===== src/rtl/hv_gen_sched.sv =====
// hv_gen_sched: round-robin scheduler sharing one LFSR phase-shifter
// hypervector generator among NUM_REQ clients. It launches a generator run,
// flags the wanted beats of the raw data_stream, and waits for gen_done
// before the next grant.
// Define HVGEN_WDOG_EN to add a watchdog that ends a run whose gen_done
// never arrives and pulses err.
module hv_gen_sched #(
    parameter int unsigned NUM_REQ    = 4,
    parameter int unsigned CYCLES     = 625,
`ifdef HVGEN_WDOG_EN
    parameter int unsigned WDOG_SLACK = 8,
`endif
    parameter int unsigned IDX_W      = 10
) (
    input  logic                     clk,
    input  logic                     rst,
    input  logic [NUM_REQ-1:0]       req,
    input  logic [NUM_REQ*IDX_W-1:0] req_len,
    output logic                     gen_initiate,
    input  logic                     gen_done,
    output logic [NUM_REQ-1:0]       grant,
    output logic                     beat_valid,
    output logic [IDX_W-1:0]         beat_idx,
    output logic                     beat_last,
    output logic [NUM_REQ-1:0]       cmpl,
    output logic                     busy,
    output logic                     err
);

    localparam int unsigned      PTR_W    = (NUM_REQ > 1) ? $clog2(NUM_REQ) : 1;
    localparam logic [IDX_W-1:0] BEATS    = IDX_W'(CYCLES + 1);
    localparam logic [PTR_W-1:0] PTR_LAST = PTR_W'(NUM_REQ - 1);

    typedef enum logic [1:0] {
        ST_IDLE,
        ST_LAUNCH,
        ST_STREAM,
        ST_CMPL
    } state_t;

    state_t             state_q, state_d;
    logic [PTR_W-1:0]   ptr_q, ptr_d;
    logic [PTR_W-1:0]   owner_q, owner_d;
    logic [IDX_W-1:0]   len_q, len_d;
    logic [IDX_W-1:0]   cnt_q, cnt_d;
    logic [NUM_REQ-1:0] grant_q, grant_d;

    logic               win_found;
    logic [PTR_W-1:0]   win_idx;
    logic [IDX_W-1:0]   win_len;
    logic [NUM_REQ-1:0] req_sh;
    int unsigned        cand;

`ifdef HVGEN_WDOG_EN
    localparam int unsigned WDOG_LIM = CYCLES + 2 + WDOG_SLACK;
    localparam int unsigned WDOG_W   = $clog2(WDOG_LIM + 1);

    logic [WDOG_W-1:0] wdog_q, wdog_d;
    logic              err_q, err_d;
    logic              wdog_fire;
`endif

    // Round-robin pick: first requester at or after the pointer, with its clamped length.
    always_comb begin
        win_found = 1'b0;
        win_idx   = '0;
        cand      = 0;
        req_sh    = '0;
        for (int unsigned off = 0; off < NUM_REQ; off++) begin
            cand   = (32'(ptr_q) + off) % NUM_REQ;
            req_sh = req >> cand;
            if (!win_found && req_sh[0]) begin
                win_found = 1'b1;
                win_idx   = PTR_W'(cand);
            end
        end
        win_len = IDX_W'(req_len >> (32'(win_idx) * IDX_W));
        if (win_len > BEATS) begin
            win_len = BEATS;
        end
    end

    // Next-state logic: IDLE -> LAUNCH -> STREAM -> CMPL -> IDLE.
    always_comb begin
        state_d = state_q;
        ptr_d   = ptr_q;
        owner_d = owner_q;
        len_d   = len_q;
        cnt_d   = cnt_q;
        grant_d = grant_q;
`ifdef HVGEN_WDOG_EN
        wdog_d    = wdog_q;
        err_d     = 1'b0;
        wdog_fire = (wdog_q == WDOG_W'(WDOG_LIM - 1)) && !gen_done;
`endif
        unique case (state_q)
            ST_IDLE: begin
                if (win_found) begin
                    owner_d = win_idx;
                    len_d   = win_len;
                    grant_d = NUM_REQ'(1) << win_idx;
                    state_d = ST_LAUNCH;
                end
            end
            ST_LAUNCH: begin
                cnt_d   = '0;
                state_d = ST_STREAM;
`ifdef HVGEN_WDOG_EN
                wdog_d  = '0;
`endif
            end
            ST_STREAM: begin
                if (cnt_q != BEATS) begin
                    cnt_d = cnt_q + 1'b1;
                end
`ifdef HVGEN_WDOG_EN
                wdog_d = wdog_q + 1'b1;
`endif
                if (gen_done) begin
                    grant_d = '0;
                    cnt_d   = '0;
                    state_d = ST_CMPL;
                end
`ifdef HVGEN_WDOG_EN
                else if (wdog_fire) begin
                    grant_d = '0;
                    cnt_d   = '0;
                    err_d   = 1'b1;
                    state_d = ST_CMPL;
                end
`endif
            end
            ST_CMPL: begin
                ptr_d   = (owner_q == PTR_LAST) ? '0 : owner_q + 1'b1;
                state_d = ST_IDLE;
            end
            default: state_d = ST_IDLE;
        endcase
    end

    // State registers with synchronous active-high reset.
    always_ff @(posedge clk) begin
        if (rst) begin
            state_q <= ST_IDLE;
            ptr_q   <= '0;
            owner_q <= '0;
            len_q   <= '0;
            cnt_q   <= '0;
            grant_q <= '0;
`ifdef HVGEN_WDOG_EN
            wdog_q  <= '0;
            err_q   <= 1'b0;
`endif
        end else begin
            state_q <= state_d;
            ptr_q   <= ptr_d;
            owner_q <= owner_d;
            len_q   <= len_d;
            cnt_q   <= cnt_d;
            grant_q <= grant_d;
`ifdef HVGEN_WDOG_EN
            wdog_q  <= wdog_d;
            err_q   <= err_d;
`endif
        end
    end

    // Beat qualifiers decode from state and counter so they line up with data_stream.
    assign gen_initiate = (state_q == ST_LAUNCH);
    assign grant        = grant_q;
    assign busy         = (state_q != ST_IDLE);
    assign beat_valid   = (state_q == ST_STREAM) && (cnt_q < len_q);
    assign beat_idx     = cnt_q;
    assign beat_last    = beat_valid && (cnt_q == len_q - 1'b1);
    assign cmpl         = (state_q == ST_CMPL) ? (NUM_REQ'(1) << owner_q) : '0;

`ifdef HVGEN_WDOG_EN
    assign err = err_q;
`else
    assign err = 1'b0;
`endif

endmodule


===== config.mk =====
export PLATFORM = sky130hd
export DESIGN_NAME = hv_gen_sched
export DESIGN_NICKNAME = d
export VERILOG_FILES = /design/src/rtl/hv_gen_sched.sv
export SDC_FILE = /design/constraint.sdc
export NUM_CORES = 1
export LEC_CHECK = 0
export ABC_AREA = 0
export CAP_MARGIN = 20
export CORE_ASPECT_RATIO = 2
export CORE_MARGIN = 4
export CORE_UTILIZATION = 37
export CTS_BUF_LIST = sky130_fd_sc_hd__clkbuf_4 sky130_fd_sc_hd__clkbuf_8
export CTS_CLUSTER_DIAMETER = 40
export CTS_CLUSTER_SIZE = 28
export DETAILED_ROUTE_END_ITERATION = 6
export GPL_TIMING_DRIVEN = 1
export PLACE_DENSITY = 0.72
export SLEW_MARGIN = 20
export SYNTH_ARGS = -nofsm -noshare
export SYNTH_HDL_FRONTEND = slang
export SYNTH_SLANG_ARGS = --single-unit

===== constraint.sdc =====
create_clock -name clk -period 8.7 [get_ports clk]
set_input_delay 1.74 -clock clk [delete_from_list [all_inputs] [get_ports clk]]
set_output_delay 1.74 -clock clk [all_outputs]
set_load 0.02 [all_outputs]

; Word level (Yosys, flattened, before mapping)
; Cells that the tools add are included.
[word_totals]
out_inout_bits = 23
regBits = 30
elab_cells = 67
input_bits = 47
[classes]
multipliers = 1
n_eq_ne = 9
n_reduce_logical = 16
addsub = 6
mux = 20
order_cmp = 2
n_shift = 7
[op_table]
columns = op, count
row1 = right shift 40 x 6 -> 10 bit, 1
row2 = two-way mux 10 bit, 3
row3 = case mux 10 bit (2 select lines), 1
row4 = right shift 4 x 2 -> 1 bit, 4
row5 = two-way mux 2 bit, 7
row6 = two-way mux 4 bit, 3
row7 = "adder 10 x 1 -> 10 bit, second input constant", 1
row8 = equality test 10 bit, 1
row9 = "> comparator 10 bit, second input constant", 1
row10 = < comparator 10 bit, 1
row11 = "inequality test 10 bit, second input constant", 1
row12 = "subtractor 10 x 1 -> 10 bit, second input constant", 1
row13 = case mux 2 bit (4 select lines), 1
row14 = case mux 4 bit (2 select lines), 1
row15 = "left shift 1 x 2 -> 4 bit, first input constant", 2
row16 = "equality test 2 bit, second input constant", 3
row17 = AND reduction 2 bit, 3
row18 = nonzero test 2 bit, 3
row19 = logical AND 1 bit, 5
row20 = "multiplier 2 x 3 -> 5 bit, second input constant", 1
row21 = "adder 2 x 1 -> 2 bit, second input constant", 2
row22 = "adder 2 bit, second input constant", 2
row23 = two-way mux 1 bit, 4
row24 = "inequality test 2 bit, second input constant", 2
row25 = other kinds (5), 7

; Longest topological paths before layout
; Gate-level depths: netlist of run 1.
[depth]
word_depth = 15
mapped_depth = 11
ltp_nobuf = 10

; Least setup slack after synthesis of run 1
; No wires, ideal clock.
[synth_path]
path_kind = flip-flop to output port
startpoint = register len_q[0]
endpoint = output port beat_last
t_required_ps = 6960
arrival_ps = 2737
setup_slack_ps = 4223
n_path_buf = 0
path_stages_with_launch = 8
path_cell_list = dfxtp_1 -> nor3_1 -> nand2_1 -> nor3_1 -> xnor2_1 -> nand3_1 -> a211o_1 -> a2111oi_0
[synth_between]
elab_chain_cells = 3
word_cells_on_any_way = 5
cone_classes = add/sub: 1 / order compare: 1 / eq/ne: 1 / reduce/logical: 2
[synth_rtl]
columns = item, line
row1 = "start, declared", 44  ; logic [IDX_W-1:0] len_q, len_d;
row2 = "start signal, assigned", 158  ; len_q <= len_d;
row3 = subtractor 10 x 1 -> 10 bit / < comparator 10 bit (equally long branches), "174, 172"
row4 = equality test 10 bit / logical AND 1 bit (equally long branches), "174, 172"
row5 = logical AND 1 bit (*), 174  ; assign beat_last = beat_valid && (cnt_q == len_q - 1'b1);
row6 = "end, declared", 24  ; output logic beat_last,
; Every way passes the cells marked *; elsewhere a longest branch is shown, timed or not.

; Final worst setup path of run 1
; Ends and elaborated chain as after synthesis.

==> run metrics, run 1 <==
result of the run=finished, final reports clean; critical path start-end classification=reg -> out; hold path start=len_q[9]$_SDFFE_PP0P_; sum of negative setup slack=0 ps; htree depth=2; most used cell along the critical path=sky130_fd_sc_hd__nor3_1; netlist area before placement=2660 um^2; post-layout instance area=3430 um^2; max cap viols=0; placed inst area=3330 um^2; net count after synthesis=401; cell type with the highest aggregate area in the netlist=sky130_fd_sc_hd__dfxtp_1; arrival time at the worst endpoint=3300 ps; Resized Gates After CTS=0; type of the most critical hold path=reg -> reg; setup repair after global routing missed its margin=false; skew final=3.28 ps; area overhead of the layout relative to synthesis=29.1%; total routed wirelength=7720 um; post-synthesis average cell area=8.00 um^2; proportion of netlist area held by the largest area contributor=22.6%; highest clock rate=198 MHz; detailed-route via count=2,718; r2r setup slk=5760 ps; number of global-route vias before repair=2,677; share of async-settable or async-resettable flops after synthesis=0%; maximum number of pins on one net before global-route repair=26; crit path max-delay cell type=sky130_fd_sc_hd__clkdlybuf4s50_1; antenna violations before repair=0; total setup buffers inserted after CTS=0; Required @ worst endpoint=6960 ps; Gate Count Post-Synth=332; cell area power density=216 nW/um^2; root cell of the clock tree=sky130_fd_sc_hd__clkbuf_8; all-layer global routing usage=18.8%; max incr delay on CP=690 ps; clock net sink count=30; Synth cell types=65; first-pass iteration count of the detailed router=4; DR vias/cell=5.64; clock input transition at the sequential cells of the worst setup and hold paths=60 ps; clock buffer count from CTS=5; number of synthesized register bits=30; total design power=0.739 mW; relative max-transition margin=45.9%; hold_buf cts=0; Reg2Reg Depth=6; half-perimeter wire length of the detailed placement result=6310 um; number of port buffers=68; total I/O pin count=70; layout net count=460; leftover overflow at the end of global routing=0; portion of the clock cycle consumed by the worst path in the final layout=58.0%; core footprint=6940 um^2; die span in y=128 um; commonest cells after routing, fill and taps aside=sky130_fd_sc_hd__clkdlybuf4s50_1 (68), sky130_fd_sc_hd__nand2_1 (32), sky130_fd_sc_hd__dfxtp_1 (30); leakage power of the design=1.29 nW; most frequent standard cell in the layout excluding fill and tap cells=sky130_fd_sc_hd__clkdlybuf4s50_1; CP delay by family, top=simple AND/OR/NAND/NOR gates; share of the core filled with cells in the final layout=49.4%; VDD IR max=112 uV; area of the die=8680 um^2; clock tree from TritonCTS=yes; FF-to-FF Start=ptr_q[1]$_SDFFE_PP0P_; number of buffer and inverter stages on the critical path=1; part of the Yosys area used for sequential elements=22.6%; cell breakdown of the critical path=nor3_1 > nand2_1 > nor3_1 > xnor2_1 > nand3_1 > a211o_1 > a2111oi_0 > clkdlybuf4s50_1; violation count after the first detailed-routing iteration=160; wire length per cell=16.0 um; endpoint type of the worst setup path=primary output; kind of start point of the critical path=flop; end point of the worst hold path=len_q[9]$_SDFFE_PP0P_; Worst Path Max Fanout=8; number of flops mapped to enable cells by yosys=0; final count of hold timing violations=0; antenna fix cells=0; leading post-synthesis cells by cell area=sky130_fd_sc_hd__dfxtp_1 (23%), sky130_fd_sc_hd__ha_1 (10%), sky130_fd_sc_hd__nand2_1 (4.5%), sky130_fd_sc_hd__nor2_1 (3.8%), sky130_fd_sc_hd__xnor2_1 (3.6%); global-route wire length before repair=12,300 um; setup violation total in the final timing report=0; number of buffers between clock root and the deepest sink=2; clk_lat worst skew=280 ps; Hold Path Cell Cnt=2; fill cell count=672; transition at the pin with the smallest max-transition slack=805 ps; number of routed nets with antenna violations=0; number of max-slew violations in the final report=0; final critical-path required period=5040 ps; initial standard-cell utilization of the core=38.3%; most common flop cell mapped by yosys=sky130_fd_sc_hd__dfxtp_1; number of rows in the core area=43; remaining routing DRC violations=0; yosys synthesis warning count=0; proportion of layout cells with a drive suffix above 1=8.42%; Routability Congestion=0.906; capture point of the worst reg-to-reg path=len_q[0]$_SDFFE_PP0P_; Die W=67.9 um
-- Yosys cell counts, types with 2 or more instances --
| cell type | number |
|---|---|
| sky130_fd_sc_hd__dfxtp_1 | 30 |
| sky130_fd_sc_hd__nand2b_1 | 4 |
| sky130_fd_sc_hd__a21boi_0 | 4 |
| sky130_fd_sc_hd__nor3b_1 | 7 |
| sky130_fd_sc_hd__a21oi_1 | 17 |
| sky130_fd_sc_hd__a221oi_1 | 3 |
| sky130_fd_sc_hd__nand3_1 | 10 |
| sky130_fd_sc_hd__a21o_1 | 2 |
| sky130_fd_sc_hd__a31oi_1 | 4 |
| sky130_fd_sc_hd__nand2_1 | 32 |
| sky130_fd_sc_hd__o21ai_0 | 12 |
| sky130_fd_sc_hd__nor2b_1 | 5 |
| sky130_fd_sc_hd__o21a_1 | 3 |
| sky130_fd_sc_hd__buf_6 | 4 |
| sky130_fd_sc_hd__o21bai_1 | 2 |
| sky130_fd_sc_hd__nor4_1 | 10 |
| sky130_fd_sc_hd__o32a_1 | 4 |
| sky130_fd_sc_hd__nor3_1 | 5 |
| sky130_fd_sc_hd__and2_1 | 5 |
| sky130_fd_sc_hd__xor2_1 | 7 |
| sky130_fd_sc_hd__a21bo_2 | 2 |
| sky130_fd_sc_hd__nand4_1 | 3 |
| sky130_fd_sc_hd__ha_1 | 22 |
| sky130_fd_sc_hd__a221o_1 | 4 |
| sky130_fd_sc_hd__mux2i_1 | 3 |
| sky130_fd_sc_hd__and3_2 | 10 |
| sky130_fd_sc_hd__a211oi_1 | 3 |
| sky130_fd_sc_hd__a32oi_1 | 6 |
| sky130_fd_sc_hd__and3_1 | 5 |
| sky130_fd_sc_hd__o32ai_1 | 3 |
| sky130_fd_sc_hd__inv_1 | 20 |
| sky130_fd_sc_hd__buf_2 | 2 |
| sky130_fd_sc_hd__or3_1 | 3 |
| sky130_fd_sc_hd__nor2_1 | 27 |
| sky130_fd_sc_hd__buf_4 | 8 |
| sky130_fd_sc_hd__xnor2_1 | 11 |
| sky130_fd_sc_hd__clkbuf_1 | 2 |
-- stage by stage --
step / setup WS, ps / hold slack, ps / instances
after floorplan: 4220 / 461 / 332
after global placement: 3950 / 476 / 474
after detailed placement: 3840 / 479 / 474
after CTS: 3660 / 488 / 482
after global routing: 3300 / 534 / 482
final: 3660 / 491 / 482
-- layer usage --
metal / GRT usage (%) / up-vias / part of all wire, %
li1: - / 1328 / -
met1: 16.5 / 1260 / 33
met2: 35.5 / 101 / 56
met3: 3.07 / 29 / 4.4
met4: 14.2 / 0 / 6.1
met5: 0 / - / 0
-- sequential cells by signal, summed over array words and instances (netlist names) --
name      flops
ptr_q         2
state_q       2
owner_q       2
beat_idx     10
len_q        10
grant         4
-- logic make-up (layout without fill, tap and decap cells) --
logic type               count (synthesis)  in the layout  share of synthesized area, %
other                                    1              1                         0.141
buffers and inverters                   37             97                          7.59
adder cells (fa/ha/maj)                 22             22                          10.4
multiplexers                             3              3                          1.13
XOR/XNOR                                18             18                          5.94
flip-flops                              30             30                          22.6
AND/OR/NAND/NOR                        136            136                          27.7
AO/OA/AOI/OAI                           85             85                          24.5
-- worst register-to-register path, delay by kind of cell (launching register included) --
kind / cells / cell delay (ps)
AO/OA/AOI/OAI: 5 / 1590
flip-flops: 1 / 740
AND/OR/NAND/NOR: 1 / 500
-- area by class of cell --
class | count | area (um^2) | area share [%]
timing repair buffer | 69 | 688 | 20.1
clock buffer | 7 | 90.1 | 2.63
tap | 90 | 113 | 3.29
sequential | 30 | 601 | 17.5
multi-input combinational | 265 | 1860 | 54.1
inverter | 20 | 75.1 | 2.19
clock inverter | 1 | 5.00 | 0.146
-- worst max-delay path by stage --
stage / start / end / slack, ps / cells after the start
floorplan: len_q[0]$_SDFFE_PP0P_ / beat_last / 4220 / 7
finish: len_q[0]$_SDFFE_PP0P_ / beat_last / 3660 / 8
global route: len_q[0]$_SDFFE_PP0P_ / beat_last / 3300 / 8
detailed placement: req[1] / len_q[0]$_SDFFE_PP0P_ / 3840 / 8
global placement: req[1] / len_q[0]$_SDFFE_PP0P_ / 3950 / 8
CTS: len_q[0]$_SDFFE_PP0P_ / beat_last / 3660 / 8
-- report_power, final --
part           total [mW]  switching, mW  leakage [nW]  internal, mW
clock               0.118         0.0509        0.0517        0.0668
sequential          0.201         0.0329         0.245         0.168
combinational       0.420          0.239         0.996         0.181
Power figures use the tool's default switching activity.
==> inputs of run 2 (changes only) <==
Clock period 8.7 ns to 5 ns, I/O delays scaled along.
==> run 2 against run 1 <==
Effect of this change:
- flip-flop and latch count is the same
- register-to-register slack lost 3600 ps
- critical path depth grew 2
- clock power grew 120%
- setup slack lost 2800 ps
- sequential power grew 73%
- clock skew grew 7.8 ps
- hold slack lost 4.0 ps
- utilization grew 0.54 points
- power grew 81%
- critical endpoint unchanged
- largest cell class unchanged
- largest power group unchanged
==> run metrics, run 2 (same netlist as run 1, synthesis figures left out) <==
reported net switching power=0.562 mW; proportion of layout cells with a drive suffix above 1=8.63%; antenna violations before repair=0; layout net count=463; result of the run=finished, final reports clean; clk_lat worst skew=290 ps; leakage power of the design=1.31 nW; number of port buffers=68; end point of the worst hold path=len_q[9]$_SDFFE_PP0P_; cell internal pwr=0.775 mW; htree depth=2; die span in y=128 um; remaining routing DRC violations=0; antenna fix cells=0; number of buffers between clock root and the deepest sink=2; portion of the clock cycle consumed by the worst path in the final layout=83.5%; switching share of power=42.0%; DR vias/cell=5.66; clock net sink count=30; Reg2Reg Depth=6; r2r setup slk=2130 ps; setup violation total in the final timing report=0; total setup buffers inserted after CTS=0; type of the most critical hold path=reg -> reg; leftover overflow at the end of global routing=0; global-route wire length before repair=12,200 um; CP delay by family, top=simple AND/OR/NAND/NOR gates; crit path max-delay cell type=sky130_fd_sc_hd__clkdlybuf4s50_1; critical path start-end classification=reg -> out; cell breakdown of the critical path=inv_1 > ha_1 > nor2b_1 > and3_1 > xnor2_1 > nor4_1 > nand3_1 > a211o_1 > a2111oi_0 > clkdlybuf4s50_1; multi-input gate area in the final layout=1850 um^2; endpoint type of the worst setup path=primary output; FF-to-FF Start=ptr_q[1]$_SDFFE_PP0P_; clock input transition at the sequential cells of the worst setup and hold paths=70 ps; sequential power share=26.0%; clock buffer count from CTS=5; worst hold-check slack=487 ps; first-pass iteration count of the detailed router=5; core footprint=6940 um^2; total I/O pin count=70; total routed wirelength=7440 um; number of global-route vias before repair=2,709; kind of start point of the critical path=flop; commonest cells after routing, fill and taps aside=sky130_fd_sc_hd__clkdlybuf4s50_1 (68), sky130_fd_sc_hd__nand2_1 (32), sky130_fd_sc_hd__dfxtp_1 (30); root cell of the clock tree=sky130_fd_sc_hd__clkbuf_8; Hold Path Cell Cnt=2; Worst Path Max Fanout=6; hold_buf cts=0; detailed-route via count=2,741; all-layer global routing usage=18.3%; sum of negative setup slack=0 ps; area overhead of the layout relative to synthesis=30.5%; Worst path depth=10; setup repair after global routing missed its margin=false; initial standard-cell utilization of the core=38.3%; number of max-slew violations in the final report=0; Die W=67.9 um; Reg area=601 um^2; VDD IR max=175 uV; part of the power in combinational logic=54.9%; half-perimeter wire length of the detailed placement result=6130 um; number of buffer and inverter stages on the critical path=2; cell area power density=386 nW/um^2; area of the die=8680 um^2; hold path start=len_q[9]$_SDFFE_PP0P_; max cap viols=0; capture point of the worst reg-to-reg path=len_q[0]$_SDFFE_PP0P_; wire length per cell=15.4 um; clock tree from TritonCTS=yes; skew final=11.1 ps; violation count after the first detailed-routing iteration=94; arrival time at the worst endpoint=3170 ps; Required @ worst endpoint=4000 ps; final critical-path required period=4170 ps; highest clock rate=240 MHz; number of rows in the core area=43; clock network fraction of design power=19.1%; transition at the pin with the smallest max-transition slack=782 ps; maximum number of pins on one net before global-route repair=26; fill cell count=690; Resized Gates After CTS=0; relative max-transition margin=47.8%; final count of hold timing violations=0; max incr delay on CP=680 ps; most frequent standard cell in the layout excluding fill and tap cells=sky130_fd_sc_hd__clkdlybuf4s50_1; number of routed nets with antenna violations=0; Routability Congestion=0.896
==> run 2: final cells by class <==
cell class | count | area share, %
clock buffers | 6 | 2.38
inverters | 20 | 2.17
well taps | 90 | 3.25
repair buffers | 72 | 20.5
flip-flops and latches | 30 | 17.3
clock inverters | 1 | 0.867
multi-input cells | 265 | 53.5
==> run 2: how the worst max path moves through the flow <==
| stage | start | endpoint |
|---|---|---|
| global placement | len_q[1]$_SDFFE_PP0P_ | beat_last |
| global route | len_q[1]$_SDFFE_PP0P_ | beat_last |
| finish | len_q[1]$_SDFFE_PP0P_ | beat_last |
| CTS | len_q[1]$_SDFFE_PP0P_ | beat_last |
| detailed placement | req[0] | len_q[0]$_SDFFE_PP0P_ |
| floorplan | len_q[0]$_SDFFE_PP0P_ | beat_last |
==> run 2: worst reg2reg max path, delay by kind of cell, from the launching register on <==
family,cells,cell delay [ps]
flip-flops,1,700
AO/OA/AOI/OAI,5,1580
AND/OR/NAND/NOR,1,480
==> run 2: metal layers <==
layer / up-vias / wire, um / share of wire (%) / track usage [%]
met5: - / 0 / 0 / 0
met4: 0 / 389 / 5.2 / 11.7
met3: 25 / 343 / 4.6 / 3.33
met2: 91 / 4270 / 57 / 35.2
met1: 1289 / 2440 / 33 / 16.1
li1: 1336 / - / - / -
==> run 2: per-stage QoR <==
stage | power, mW | cells | worst slack [ps] | utilization, % | area (um^2)
2_1_floorplan | 0.867 | 332 | 1260 | - | 2660
5_1_grt | 1.44 | 484 | 497 | 49.9 | 3460
6_report | 1.34 | 484 | 827 | 49.9 | 3460
3_5_place_dp | 1.09 | 477 | 1120 | 48.3 | 3350
4_1_cts | 1.35 | 484 | 824 | 49.9 | 3460
3_3_place_gp | 1.07 | 477 | 1170 | 48.3 | 3350
==> run 2: power by group through the flow <==
stage	logic [mW]	registers [mW]	clock network, mW
finish	0.733	0.348	0.256
global route	0.820	0.356	0.267
CTS	0.740	0.348	0.259
detailed placement	0.734	0.354	0
global placement	0.720	0.352	0
floorplan	0.517	0.350	0
